**src/rtl/program_loader_pkg.sv**
```systemverilog
// program_loader_pkg
// Shared definitions for the program loader: FSM state encoding, the
// fixed number of bytes per memory word, and default memory port widths
// matching the multicycle MIPS core's instruction/data memory.
// Ports: none (package).
// Configuration: PROG_LOADER_CHECKSUM_EN (see program_loader.sv) makes the
// CHK state reachable; the encoding always contains it.

package program_loader_pkg;

  localparam int BYTES_PER_WORD = 4;
  localparam int MEM_ADDR_W     = 8;
  localparam int MEM_DATA_W     = 32;

  typedef enum logic [2:0] {
    IDLE,
    LEN,
    DATA,
    WRITE,
    CHK,
    DONE
  } state_t;

endpackage

```
**src/rtl/loader_word_assembler.sv**
```systemverilog
// loader_word_assembler
// Collects stream bytes MSB first into one memory word. The first byte of
// a word ends up in the top byte once four bytes have been shifted in.
// Ports:
//   clk, rst_n  : clock, asynchronous active-low reset
//   clear       : restart assembly (word and byte index back to zero)
//   shift_en    : a byte is being accepted this cycle
//   byte_in     : the byte being accepted
//   word        : assembled word (valid after word_full)
//   word_full   : this cycle's byte completes the word

module loader_word_assembler
  import program_loader_pkg::*;
#(
  parameter int DATA_W = MEM_DATA_W
) (
  input  logic              clk,
  input  logic              rst_n,
  input  logic              clear,
  input  logic              shift_en,
  input  logic [7:0]        byte_in,
  output logic [DATA_W-1:0] word,
  output logic              word_full
);

  logic [1:0] idx;

  always_ff @(posedge clk or negedge rst_n) begin
    if (!rst_n) begin
      word <= '0;
      idx  <= 2'd0;
    end else if (clear) begin
      word <= '0;
      idx  <= 2'd0;
    end else if (shift_en) begin
      word <= {word[DATA_W-9:0], byte_in};
      idx  <= idx + 2'd1;
    end
  end

  // The 2-bit index wraps to zero by itself after the fourth byte.
  assign word_full = shift_en && (idx == 2'(BYTES_PER_WORD - 1));

endmodule

```
**src/rtl/program_loader.sv**
```systemverilog
// program_loader
// Fills the core's instruction/data memory from a byte stream before the
// core runs. The first byte is the word count N (0 means 256), followed by
// 4N data bytes assembled big-endian and written at consecutive word
// addresses starting at BASE_ADDR (wrapping modulo 2^ADDR_W). The core is
// held in reset through cpu_rst_n until a load completes.
// Ports:
//   clk, rst_n            : clock, asynchronous active-low reset
//   load_start            : request a new load (honoured in IDLE or DONE)
//   in_valid/in_byte      : byte stream, consumed when in_valid && in_ready
//   in_ready              : loader accepts a byte this cycle
//   mem_we/mem_addr/mem_din : memory write port (wea/addra/dina)
//   busy                  : load in progress, selects loader onto memory
//   done                  : one-cycle pulse on successful completion
//   err                   : sticky checksum error, cleared by load_start
//   cpu_rst_n             : active-low reset to the core
// Configuration: define PROG_LOADER_CHECKSUM_EN to require a trailing XOR
// checksum byte over all data bytes after the last word.

module program_loader
  import program_loader_pkg::*;
#(
  parameter int                ADDR_W    = MEM_ADDR_W,
  parameter int                DATA_W    = MEM_DATA_W,
  parameter logic [ADDR_W-1:0] BASE_ADDR = ADDR_W'(0)
) (
  input  logic              clk,
  input  logic              rst_n,
  input  logic              load_start,
  input  logic              in_valid,
  input  logic [7:0]        in_byte,
  output logic              in_ready,
  output logic              mem_we,
  output logic [ADDR_W-1:0] mem_addr,
  output logic [DATA_W-1:0] mem_din,
  output logic              busy,
  output logic              done,
  output logic              err,
  output logic              cpu_rst_n
);

  state_t            state, state_nxt;
  logic              xfer;
  logic              start_ok;
  logic              shift_en;
  logic              word_full;
  logic              last_word;
  logic              err_set;
  logic [7:0]        n_q;
  logic [7:0]        word_cnt;
  logic [7:0]        cnt_inc;
  logic              run_q;
  logic              err_q;
  logic [DATA_W-1:0] word;

  // A new load is only honoured when no load is running.
  assign start_ok = load_start && ((state == IDLE) || (state == DONE));
  assign xfer     = in_valid && in_ready;
  assign shift_en = xfer && (state == DATA);

  // 8-bit compare lets N=0 mean 256: the counter reaches 255 and 255+1 wraps to 0.
  assign cnt_inc   = word_cnt + 8'd1;
  assign last_word = (cnt_inc == n_q);

  loader_word_assembler #(
    .DATA_W(DATA_W)
  ) u_asm (
    .clk      (clk),
    .rst_n    (rst_n),
    .clear    (start_ok),
    .shift_en (shift_en),
    .byte_in  (in_byte),
    .word     (word),
    .word_full(word_full)
  );

`ifdef PROG_LOADER_CHECKSUM_EN
  logic [7:0] chk_q;
  logic       chk_ok;

  always_ff @(posedge clk or negedge rst_n) begin
    if (!rst_n) begin
      chk_q <= 8'h00;
    end else if (start_ok) begin
      chk_q <= 8'h00;
    end else if (shift_en) begin
      chk_q <= chk_q ^ in_byte;
    end
  end

  assign chk_ok = (in_byte == chk_q);
`endif

  always_ff @(posedge clk or negedge rst_n) begin
    if (!rst_n) begin
      state <= IDLE;
    end else begin
      state <= state_nxt;
    end
  end

  always_comb begin
    state_nxt = state;
    err_set   = 1'b0;
    in_ready  = 1'b0;
    mem_we    = 1'b0;
    busy      = 1'b0;
    done      = 1'b0;
    case (state)
      IDLE: begin
        if (start_ok) state_nxt = LEN;
      end
      LEN: begin
        in_ready = 1'b1;
        busy     = 1'b1;
        if (xfer) state_nxt = DATA;
      end
      DATA: begin
        in_ready = 1'b1;
        busy     = 1'b1;
        if (word_full) state_nxt = WRITE;
      end
      WRITE: begin
        mem_we = 1'b1;
        busy   = 1'b1;
        if (last_word) begin
`ifdef PROG_LOADER_CHECKSUM_EN
          state_nxt = CHK;
`else
          state_nxt = DONE;
`endif
        end else begin
          state_nxt = DATA;
        end
      end
      CHK: begin
`ifdef PROG_LOADER_CHECKSUM_EN
        in_ready = 1'b1;
        busy     = 1'b1;
        if (xfer) begin
          if (chk_ok) begin
            state_nxt = DONE;
          end else begin
            state_nxt = IDLE;
            err_set   = 1'b1;
          end
        end
`else
        state_nxt = IDLE;
`endif
      end
      DONE: begin
        done      = 1'b1;
        state_nxt = start_ok ? LEN : IDLE;
      end
      default: state_nxt = IDLE;
    endcase
  end

  // Load length, word counter, core-run flag and sticky error.
  always_ff @(posedge clk or negedge rst_n) begin
    if (!rst_n) begin
      n_q      <= 8'h00;
      word_cnt <= 8'h00;
      run_q    <= 1'b0;
      err_q    <= 1'b0;
    end else begin
      if (state == LEN && xfer) n_q <= in_byte;
      if (start_ok) begin
        word_cnt <= 8'h00;
        run_q    <= 1'b0;
        err_q    <= 1'b0;
      end else begin
        if (state == WRITE) word_cnt <= cnt_inc;
        if (state == DONE) run_q <= 1'b1;
        if (err_set) err_q <= 1'b1;
      end
    end
  end

  assign mem_addr  = BASE_ADDR + ADDR_W'(word_cnt);
  assign mem_din   = (state == WRITE) ? word : '0;
  assign err       = err_q;
  // run_q only rises after DONE, so DONE itself releases the core directly.
  assign cpu_rst_n = run_q || (state == DONE);

endmodule

```
**config.mk**
```make
export PLATFORM = sky130hd
export DESIGN_NAME = program_loader
export DESIGN_NICKNAME = d
export VERILOG_FILES = /design/src/rtl/program_loader_pkg.sv /design/src/rtl/loader_word_assembler.sv /design/src/rtl/program_loader.sv
export SDC_FILE = /design/constraint.sdc
export NUM_CORES = 1
export LEC_CHECK = 0
export ABC_CLOCK_PERIOD_IN_PS = 5200
export BUFFER_PORTS_ARGS = -buffer_cell sky130_fd_sc_hd__buf_2
export CAP_MARGIN = 25
export CORE_MARGIN = 1
export CORE_UTILIZATION = 30
export DETAILED_ROUTE_END_ITERATION = 7
export RECOVER_POWER = 100
export SLEW_MARGIN = 20
export SYNTH_ARGS = -nofsm -noshare
export SYNTH_HDL_FRONTEND = slang
export SYNTH_SLANG_ARGS = --single-unit
```
**constraint.sdc**
```tcl
create_clock -name clk -period 5.2 [get_ports clk]
set_input_delay 0.26 -clock clk [delete_from_list [all_inputs] [get_ports clk]]
set_output_delay 0.26 -clock clk [all_outputs]
set_load 0.01 [all_outputs]
```
After elaboration in Yosys (flattened, before gate mapping)
Cells that the tools add are included.
- register bits after elaboration: 54
- output and inout port bits: 46
- input port bits: 12
- eq/ne operators: 9
- reductions and logical operators: 14
- $add $sub $neg: 2
- mux-type cells: 19
- operators with widths (kind ; number):
    two-way mux 32 bit ; 3
    two-way mux 8 bit ; 2
    one-hot mux 3 bit (5 select lines) ; 1
    two-way mux 3 bit ; 4
    adder 8 x 1 -> 8 bit, second input constant ; 1
    equality test 8 bit ; 1
    two-way mux 1 bit ; 7
    equality test 3 x 2 -> 1 bit, second input constant ; 2
    nonzero test 2 bit ; 3
    logical AND 1 bit ; 5
    two-way mux 2 bit ; 2
    != test 2 bit, second input constant ; 2
    equality test 3 x 1 -> 1 bit, second input constant ; 1
    equality test 3 bit, second input constant ; 1
    logical NOT 3 bit ; 1
    AND reduction 3 bit ; 1
    OR reduction 3 bit ; 1
    adder 2 x 1 -> 2 bit, second input constant ; 1
    equality test 2 bit, second input constant ; 1
    logical OR 1 bit ; 2
    != test 2 x 1 -> 1 bit, second input constant ; 1
    OR reduction 2 bit ; 1

Logic depth before layout (Yosys ltp)
Gate-level depths: netlist (run 1).
- depth in word-level cells: 8
- gate-level depth with buffers: 8
- mapped depth without buffers: 6

By module
Synthesis (run 1) repeated with hierarchy kept, for this count alone.
- cells, all modules: 268
- area total of the unflattened synthesis: 2813.9 sq um
- modules (own cells, without submodules) (module ; area each (sq um) ; instances ; cells each):
    loader_word_assembler ; 1427.6 ; 1 ; 112
    program_loader ; 1386.3 ; 1 ; 156

Worst setup path before layout (run 1)
OpenSTA, ideal clock, no wires.
- path kind: reg-to-reg
- start: register word_cnt[0]
- end: register state[1]
- slack: 3.320 ns
- stages on the path, launching flop included: 7
- arrival: 1.756 ns
- buffers on the path: 0
- path through: dfrtp_1 -> ha_1 -> nand3_1 -> o21ai_0 -> o2111ai_1 -> or4_4 -> o31a_1
- longest elaborated chain between the ends: 4
- RTL lines (item ; line ; source):
    from (decl) ; program_loader.sv:50 ; logic [7:0] word_cnt;
    from (signal assigned) ; program_loader.sv:174 ; if (state == WRITE) word_cnt <= cnt_inc;
    adder 8 x 1 -> 8 bit ; program_loader.sv:62 ; assign cnt_inc = word_cnt + 8'd1;
    equality test 8 bit ; program_loader.sv:63 ; assign last_word = (cnt_inc == n_q);
    two-way mux 3 bit ; program_loader.sv:126 ; if (last_word) begin
    one-hot mux 3 bit (5 select lines) ; program_loader.sv:109 ; case (state)
    to (signal assigned) ; program_loader.sv:98 ; state <= state_nxt;
    to (decl) ; program_loader.sv:42 ; state_t state, state_nxt;
Every way passes these cells.
A chain may end at the register's enable or synchronous reset.

Worst setup path after layout (run 1)
- start: register state[0]
- end: register u_asm.word[6]
- longest elaborated chain between the ends: 6
- elaborated cells on any way between the ends: 12
- those cells by class: eq/ne: 3; mux: 2; reduce/logical: 7
- RTL lines (item ; line ; source):
    equality test 3 x 2 -> 1 bit / equality test 3 x 1 -> 1 bit (equally long branches) ; program_loader.sv:59, program_loader.sv:109 ;
    OR reduction 2 bit (no line) ; - ;
    two-way mux 1 bit ; program_loader.sv:109 ;
    logical AND 1 bit ; program_loader.sv:58 ; assign xfer = in_valid && in_ready;
    logical AND 1 bit ; program_loader.sv:59 ; assign shift_en = xfer && (state == DATA);
    nonzero test 2 bit (no line) ; - ;
    to (signal assigned) ; loader_word_assembler.sv:36 ; word <= {word[DATA_W-9:0], byte_in};
    to (decl) ; loader_word_assembler.sv:22 ; output logic [DATA_W-1:0] word,
Parallel ways exist; a longest one is shown, timed or not.

==> results of run 1 <==
==> registers in the layout (all words and copies together) (netlist names) <==
register / cells
word_cnt: 8
state: 3
n_q: 8
run_q: 1
u_asm.word: 32
u_asm.idx: 2
==> where the power goes <==
part / leakage [nW] / internal [mW] / switching (mW) / total [mW]
combinational: 0.688 / 0.251 / 0.323 / 0.573
clock: 0.0563 / 0.147 / 0.145 / 0.292
sequential: 0.687 / 0.586 / 0.153 / 0.738
total: 1.43 / 0.983 / 0.621 / 1.60
==> layout by cell type, fill, tap and decap left out, types with 3 or more instances in the layout <==
master     n
nand2_1   76
nor2_1    18
nand3_1    7
a21oi_1   39
nor3_1     3
and2_0    21
clkbuf_8   5
dfrtp_1   54
inv_1      5
clkbuf_1  26
buf_2     33
o21ai_0    6
xor2_1     6
and2_1    11
mux2_2     8
xnor2_1    8
nand2b_1   4
==> through the flow <==
step	instance area, um2	cells	worst slack (ns)	hold WS, ns
after floorplan	2780	315	3.32	-0.0356
after global placement	3120	461	3.07	0.432
after detailed placement	3120	461	3.00	0.440
after CTS	3240	469	2.64	0.0956
after global routing	3190	470	1.71	0.196
final	3190	470	2.02	0.194
==> area by class of cell <==
cell class              count  share of cell area
clock inverters             3              0.0153
flip-flops and latches     54               0.423
multi-input cells         235               0.407
well taps                 108              0.0423
inverters                   5             0.00588
repair buffers             60              0.0846
clock buffers               5              0.0216
==> worst min path at each step <==
stage,from,to,cells after the start
floorplan,rst_n,n_q[0],0
detailed placement,rst_n,word_cnt[6],2
finish,in_byte[1],u_asm.word[1],3
global route,in_byte[1],u_asm.word[1],3
CTS,rst_n,u_asm.word[3],2
global placement,rst_n,word_cnt[7],2
==> logic make-up after synthesis <==
logic type	Yosys count	synth area share
xor gates and xnor gates	14	0.0441
other	1	0.00135
AOI/OAI and AO/OA	54	0.109
adders and majority gates	2	0.00899
and+or+nand+nor	156	0.272
muxes	8	0.0324
DFF	54	0.486
buffers and inverters	26	0.0463
==> Yosys cell counts (all sizes together), types with 2 or more instances <==
cell	n	share of area
a21oi	39	0.070
and2	32	0.072
and3	2	0.0049
buf	6	0.019
clkbuf	15	0.020
dfrtp	54	0.49
ha	2	0.0090
inv	5	0.0067
mux2	8	0.032
nand2	76	0.10
nand2b	4	0.0090
nand3	7	0.014
nor2	19	0.026
nor2b	2	0.0045
nor3	3	0.0054
nor4bb	2	0.0072
o21ai	6	0.011
or3	2	0.0049
xnor2	8	0.025
xor2	6	0.019
==> critical path, stage by stage (launching register included) <==
cell and delay (ns):
dfrtp_1 0.48, xor2_1 0.19, nor3b_1 1.03, clkbuf_1 1.17
a21oi_1 0.11
==> layer usage <==
layer | part of all wire | global-route usage
met4 | 0.0091 | 0.0310
met1 | 0.47 | 0.177
met3 | 0.040 | 0.0293
met2 | 0.48 | 0.238
met5 | 0 | 0
==> results.txt, run 1 <==
- Placeable core region: 8850 um2
- The number of antenna diodes in the final layout is 0.
* Count of buffers added by post-CTS timing repair for setup: 0
* Number of endpoints with negative hold slack in the final report: 0
- Core Rows: 34
* Count of final max-slew check failures: 90
- Clock slew seen by the registers of the worst setup and hold paths: 0.10 ns
- For this run, asynchronously set or reset flops after synthesis account for 1.00.
- The die covers 9660 um2.
* Number of flops mapped to enable cells by yosys: 0
- Summed over all cells, the static leakage comes to 1.43 nW.
- Number of setup violations in the final report: 0
- A synthesized cell averages 8.83 um2.
* Endpoint type of the worst setup path: register
- Syn_nets: 329
- Launching instance or port of the critical path: state[0]
- Subtracting the final worst setup slack from the clock period gives 3.18 ns.
- Number of fill cells in the layout: 953
- No sink is reached through more buffers than the 2 on the longest clock path.
- Startpoint-to-endpoint class of the critical path: register to register
- Dividing the detail-routed via count by the number of cells gives 4.71.
- Static timing analysis puts the maximum clock frequency at 0.314 GHz.
- CTS built an H-tree with a depth of 2.
- Synthesis produced 315 cells.
* Number of top-level design ports: 58
- The final reports fail on design-rule violations, max-capacitance violations, max-slew violations.
- Count of different cell masters after synthesis: 42
- During synthesis, Yosys emitted a total of 0 warnings.
* Setup repair after global routing missed its margin: no
- For this block, the via count after detailed routing is 2215.
* Number of max-capacitance violations reported: 2
- Dividing the detail-routed wire length by the instance count gives 13.5 um.
* Pin count of the biggest net entering global routing: 55
- Measured in cells, the most critical reg-to-reg path has a length of 4.
- Wire length of the first global-routing pass: 10.6 mm
* Initial DRC count: 93
* Effective utilization at floorplan: 0.314
* Clock latency of the later-clocked register in the worst-skew pair: 0.31 ns
- After the last flow step, the layout net total stands at 375.
- Global route overflow: 0
- The wire-length estimate of the detail-placed layout is 4.37 mm.
* Remaining antenna violation count: 0
- Measured on the finished design, the core utilization comes to 0.361.
- Layout overhead on the synthesized area: 14.7%
- Post-Route Setup TNS: 0 ns
- The routed design has 6.34 mm of wire.
- Across every metal layer, demand over resource in global routing totals 0.138.
* Register cell area after layout: 1350 um2
- The first detailed-routing pass ran for 8 iterations.
- Period Utilization, post-route: 0.612
* Area taken by multi-input logic gates: 1300 um2
* Hold buffers post-CTS: 0
- Total power consumption of the routed design: 1.60 mW
- Slew HR: -0.980
- The worst-case IR drop observed on VDD is 139 uV.
* Worst setup SP type: register
- Primary flip-flop cell chosen by synthesis mapping: dfrtp_1
- Count of buffers inserted at the top-level ports: 56
- In this run the register-to-register setup slack is 2.02 ns.
* CTS tree: built
* CTS Sinks: 54
- Clock skew: 0.00785 ns
- Dividing total power by cell area gives a power density of 502 nW/um2.
- The die is 98.3 um tall.
- In this run the worst path has a maximum fanout of 34.
* Via count of the first global-routing pass: 2208
* Initial antenna violation count: 0
- Final routed DRC violation total: 3
* Data arrival, critical path: 3.30 ns
* Status: finished with violations
- Routability Congestion: 0.871
- CTS buffer count: 5
- The critical path ends at u_asm.word[6].
- Area of the mapped netlist: 2780 um2
- Critical R2R Launch: state[0]
* Worst hold path class: input port to register
- Count of state elements after synthesis: 54
- Post-CTS repair changed the size of 0 cells.
* Slew @ Worst Pin: 2.97 ns
- Share of post-route cells with drive strength above 1: 0.160
- In this run the critical register-to-register path is captured at u_asm.word[6].
- Clock tree root buffer cell: clkbuf_8
- For this run, the register share of the synthesized area comes to 0.486.
- Data required time at the worst endpoint: 5.32 ns
- From left edge to right edge, the die measures 98.3 um.
(Power assumes the default switching activity.)
==> inputs of run 2 (changes only) <==
--- a/config.mk
+++ b/config.mk
@@ -5,7 +5,7 @@
 export SDC_FILE = /design/constraint.sdc
 export NUM_CORES = 1
 export LEC_CHECK = 0
-export ABC_CLOCK_PERIOD_IN_PS = 5200
+export ABC_CLOCK_PERIOD_IN_PS = 3300
 export BUFFER_PORTS_ARGS = -buffer_cell sky130_fd_sc_hd__buf_2
 export CAP_MARGIN = 25
 export CORE_MARGIN = 1
==> constraint.sdc (replaced) <==
create_clock -name clk -period 3.3 [get_ports clk]
set_input_delay 0.165 -clock clk [delete_from_list [all_inputs] [get_ports clk]]
set_output_delay 0.165 -clock clk [all_outputs]
set_load 0.01 [all_outputs]
==> results.txt, run 2 (synthesis gave the netlist of run 1 again) <==
- Clock skew: 0.00715 ns (was 0.00785 ns)
- The clock latency on the worst-skew pair came to 0.31 ns (about the same).
* Pin count of the biggest net entering global routing: 41 (was 55)
* Remaining antenna violation count: 0 (unchanged)
- Violations in the final reports: design-rule violations, max-capacitance violations, max-slew violations (unchanged)
- The final layout net count was 376 (was 375).
- Share of post-route cells with drive strength above 1: 0.146 (was 0.160)
- Die area: 9660 um2 (unchanged)
* Worst hold path class: input port to register (unchanged)
- The number of antenna diodes was 0 (unchanged).
- Average routed wire per standard cell: 13.7 um (was 13.5 um)
- Status: finished with violations (unchanged)
- The worst-path maximum fanout is 34 (unchanged).
- Commonest cells after routing, fill and taps aside: nand2_1 (76), dfrtp_1 (54), a21oi_1 (39) (unchanged)
- The remaining design rule violation count was 1 (was 3).
* Register cell area after layout: 1350 um2 (unchanged)
- The register clock-pin slew on the reported worst setup and hold paths is 0.11 ns (was 0.10 ns).
* Non-filler instance count after layout: 471 (was 470)
- Highest clock rate: 0.413 GHz (was 0.314 GHz)
- CTS tree: built (unchanged)
- DP Wirelength: 4.55 mm (was 4.37 mm)
- The worst-case reg-to-reg path depth was 4 (unchanged).
- Number of setup violations in the final report: 0 (unchanged)
- The total leakage power was 1.43 nW (about the same).
* Ordered list of cells on the worst path: xor2_1, nor3b_1, buf_12, a21oi_1 (was xor2_1, nor3b_1, clkbuf_1, a21oi_1)
- The biggest cell delay along the critical path was 1.26 ns (was 1.17 ns).
- Endpoint type of the worst setup path: register (unchanged)
* Number of top-level design ports: 58 (unchanged)
- Final min period: 2.42 ns (was 3.18 ns)
- The setup total negative slack was 0 ns (unchanged).
* Initial antenna violation count: 0 (unchanged)
* Number of fill cells in the layout: 973 (was 953)
* Via count of the first global-routing pass: 2291 (was 2208)
- The critical path's slowest cell was nor3b_1 (was clkbuf_1).
- Worst-case clock buffer depth: 2 (unchanged)
* Height of the die: 98.3 um (unchanged)
* Data required time at the worst endpoint: 3.50 ns (was 5.32 ns)
- Hold slack: 0.0933 ns (was 0.194 ns)
- Total power consumption of the routed design: 2.55 mW (was 1.60 mW)
* Routability Congestion: 0.863 (was 0.871)
- The count of cells along the worst hold path came to 3 (unchanged).
- The horizontal extent of the die is 98.3 um (unchanged).
* Layout overhead on the synthesized area: 15.6% (was 14.7%)
* Effective utilization at floorplan: 0.314 (unchanged)
* Wire length of the first global-routing pass: 11.0 mm (was 10.6 mm)
* CTS buffer count: 5 (unchanged)
- The detailed-route wire length is 6.47 mm (was 6.34 mm).
- Core Rows: 34 (unchanged)
- Count of buffers added by post-CTS timing repair for setup: 0 (unchanged)
* Worst setup SP type: register (unchanged)
- Via count: 2293 (was 2215)
* IR Drop Worst-Case VDD: 266 uV (was 139 uV)
- The total iterations of the first detailed-routing run is 8 (unchanged).
- Power density over the cells: 793 nW/um2 (was 502 nW/um2)
- The ratio of final minimum period to clock period was 0.734 (was 0.612).
* Most frequent standard cell in the layout excluding fill and tap cells: nand2_1 (unchanged)
* Number of cells in the design after placement: 461 (unchanged)
- Reg with most FFs: u_asm.word (unchanged)
* Setup repair after global routing missed its margin: no (unchanged)
* Placeable core region: 8850 um2 (unchanged)
- The number of port buffers came to 56 (unchanged).
* CTS Sinks: 54 (unchanged)
* Flip-flop count of the largest register, all copies and words added: 32 (unchanged)
- Overall Global Routing Usage: 0.141 (was 0.138)
* Largest registers: u_asm.word (32), n_q (8), word_cnt (8) (unchanged)
* Slew HR: -0.241 (was -0.980)
* Number of endpoints with negative hold slack in the final report: 0 (unchanged)
- Global route overflow: 0 (unchanged)
- Count of final max-slew check failures: 46 (was 90)
* Startpoint-to-endpoint class of the critical path: register to register (unchanged)
* Data arrival, critical path: 2.63 ns (was 3.30 ns)
* Htree depth: 2 (unchanged)
- The slew at the pin closest to its max-slew limit was 1.86 ns (was 2.97 ns).
- DR vias/cell: 4.87 (was 4.71)
- Clock tree root buffer cell: clkbuf_8 (unchanged)
- The area used by multi-input combinational logic came to 1290 um2 (was 1300 um2).
* Number of max-capacitance violations reported: 2 (unchanged)
- Initial DRC count: 122 (was 93)
==> run 2: what timing repair did <==
| item | 4_1_cts | 5_1_grt |
|---|---|---|
| endpoints found under the hold margin | 34 | 0 |
| hold buffers | 1 | 0 |
| gates resized for setup | 0 | 0 |
==> run 2: worst paths after layout <==
kind | to | startpoint | slack (ns)
max in group asynchronous | u_asm.word[20] | rst_n | 1.04
worst max-delay path | u_asm.idx[1] | state[0] | 0.88
worst max register to register | u_asm.idx[1] | state[0] | 0.88
min in group asynchronous | word_cnt[5] | rst_n | 0.89
worst min register to register | run_q | run_q | 0.50
worst min-delay path | u_asm.word[2] | in_byte[2] | 0.09
==> run 2: per-stage QoR <==
stage	setup WS (ns)	util	area [um2]
after global routing	0.562	0.363	3220
after detailed placement	1.14	0.354	3130
after CTS	0.817	0.368	3260
after global placement	1.19	0.354	3130
final	0.877	0.363	3220
after floorplan	1.42	-	2780
==> run 2: power breakdown <==
group	internal, mW	switching, mW
Combinational	0.407	0.515
Clock	0.232	0.237
Sequential	0.921	0.237
==> run 2: routing by layer <==
layer	up-vias	track usage	wire (um)
met4	0	0.0735	218
met5	-	0	0
met1	1087	0.188	3010
met2	63	0.219	2980
met3	13	0.0265	265
li1	1130	-	-
==> run 2: area by class of cell <==
cell class,instances,share of cell area
clock buffer,5,0.0214
inverter,5,0.00584
multi-input combinational,235,0.402
sequential,54,0.420
timing repair buffer,61,0.0934
tap,108,0.0420
clock inverter,3,0.0148
==> run 2: worst max-delay path: cells and delay by family (launching register included) <==
family	cells	cell delay (ns)
flip-flops	1	0.49
AO/OA/AOI/OAI	1	0.07
AND/OR/NAND/NOR	1	1.26
XOR/XNOR	1	0.20
buffers and inverters	1	0.30
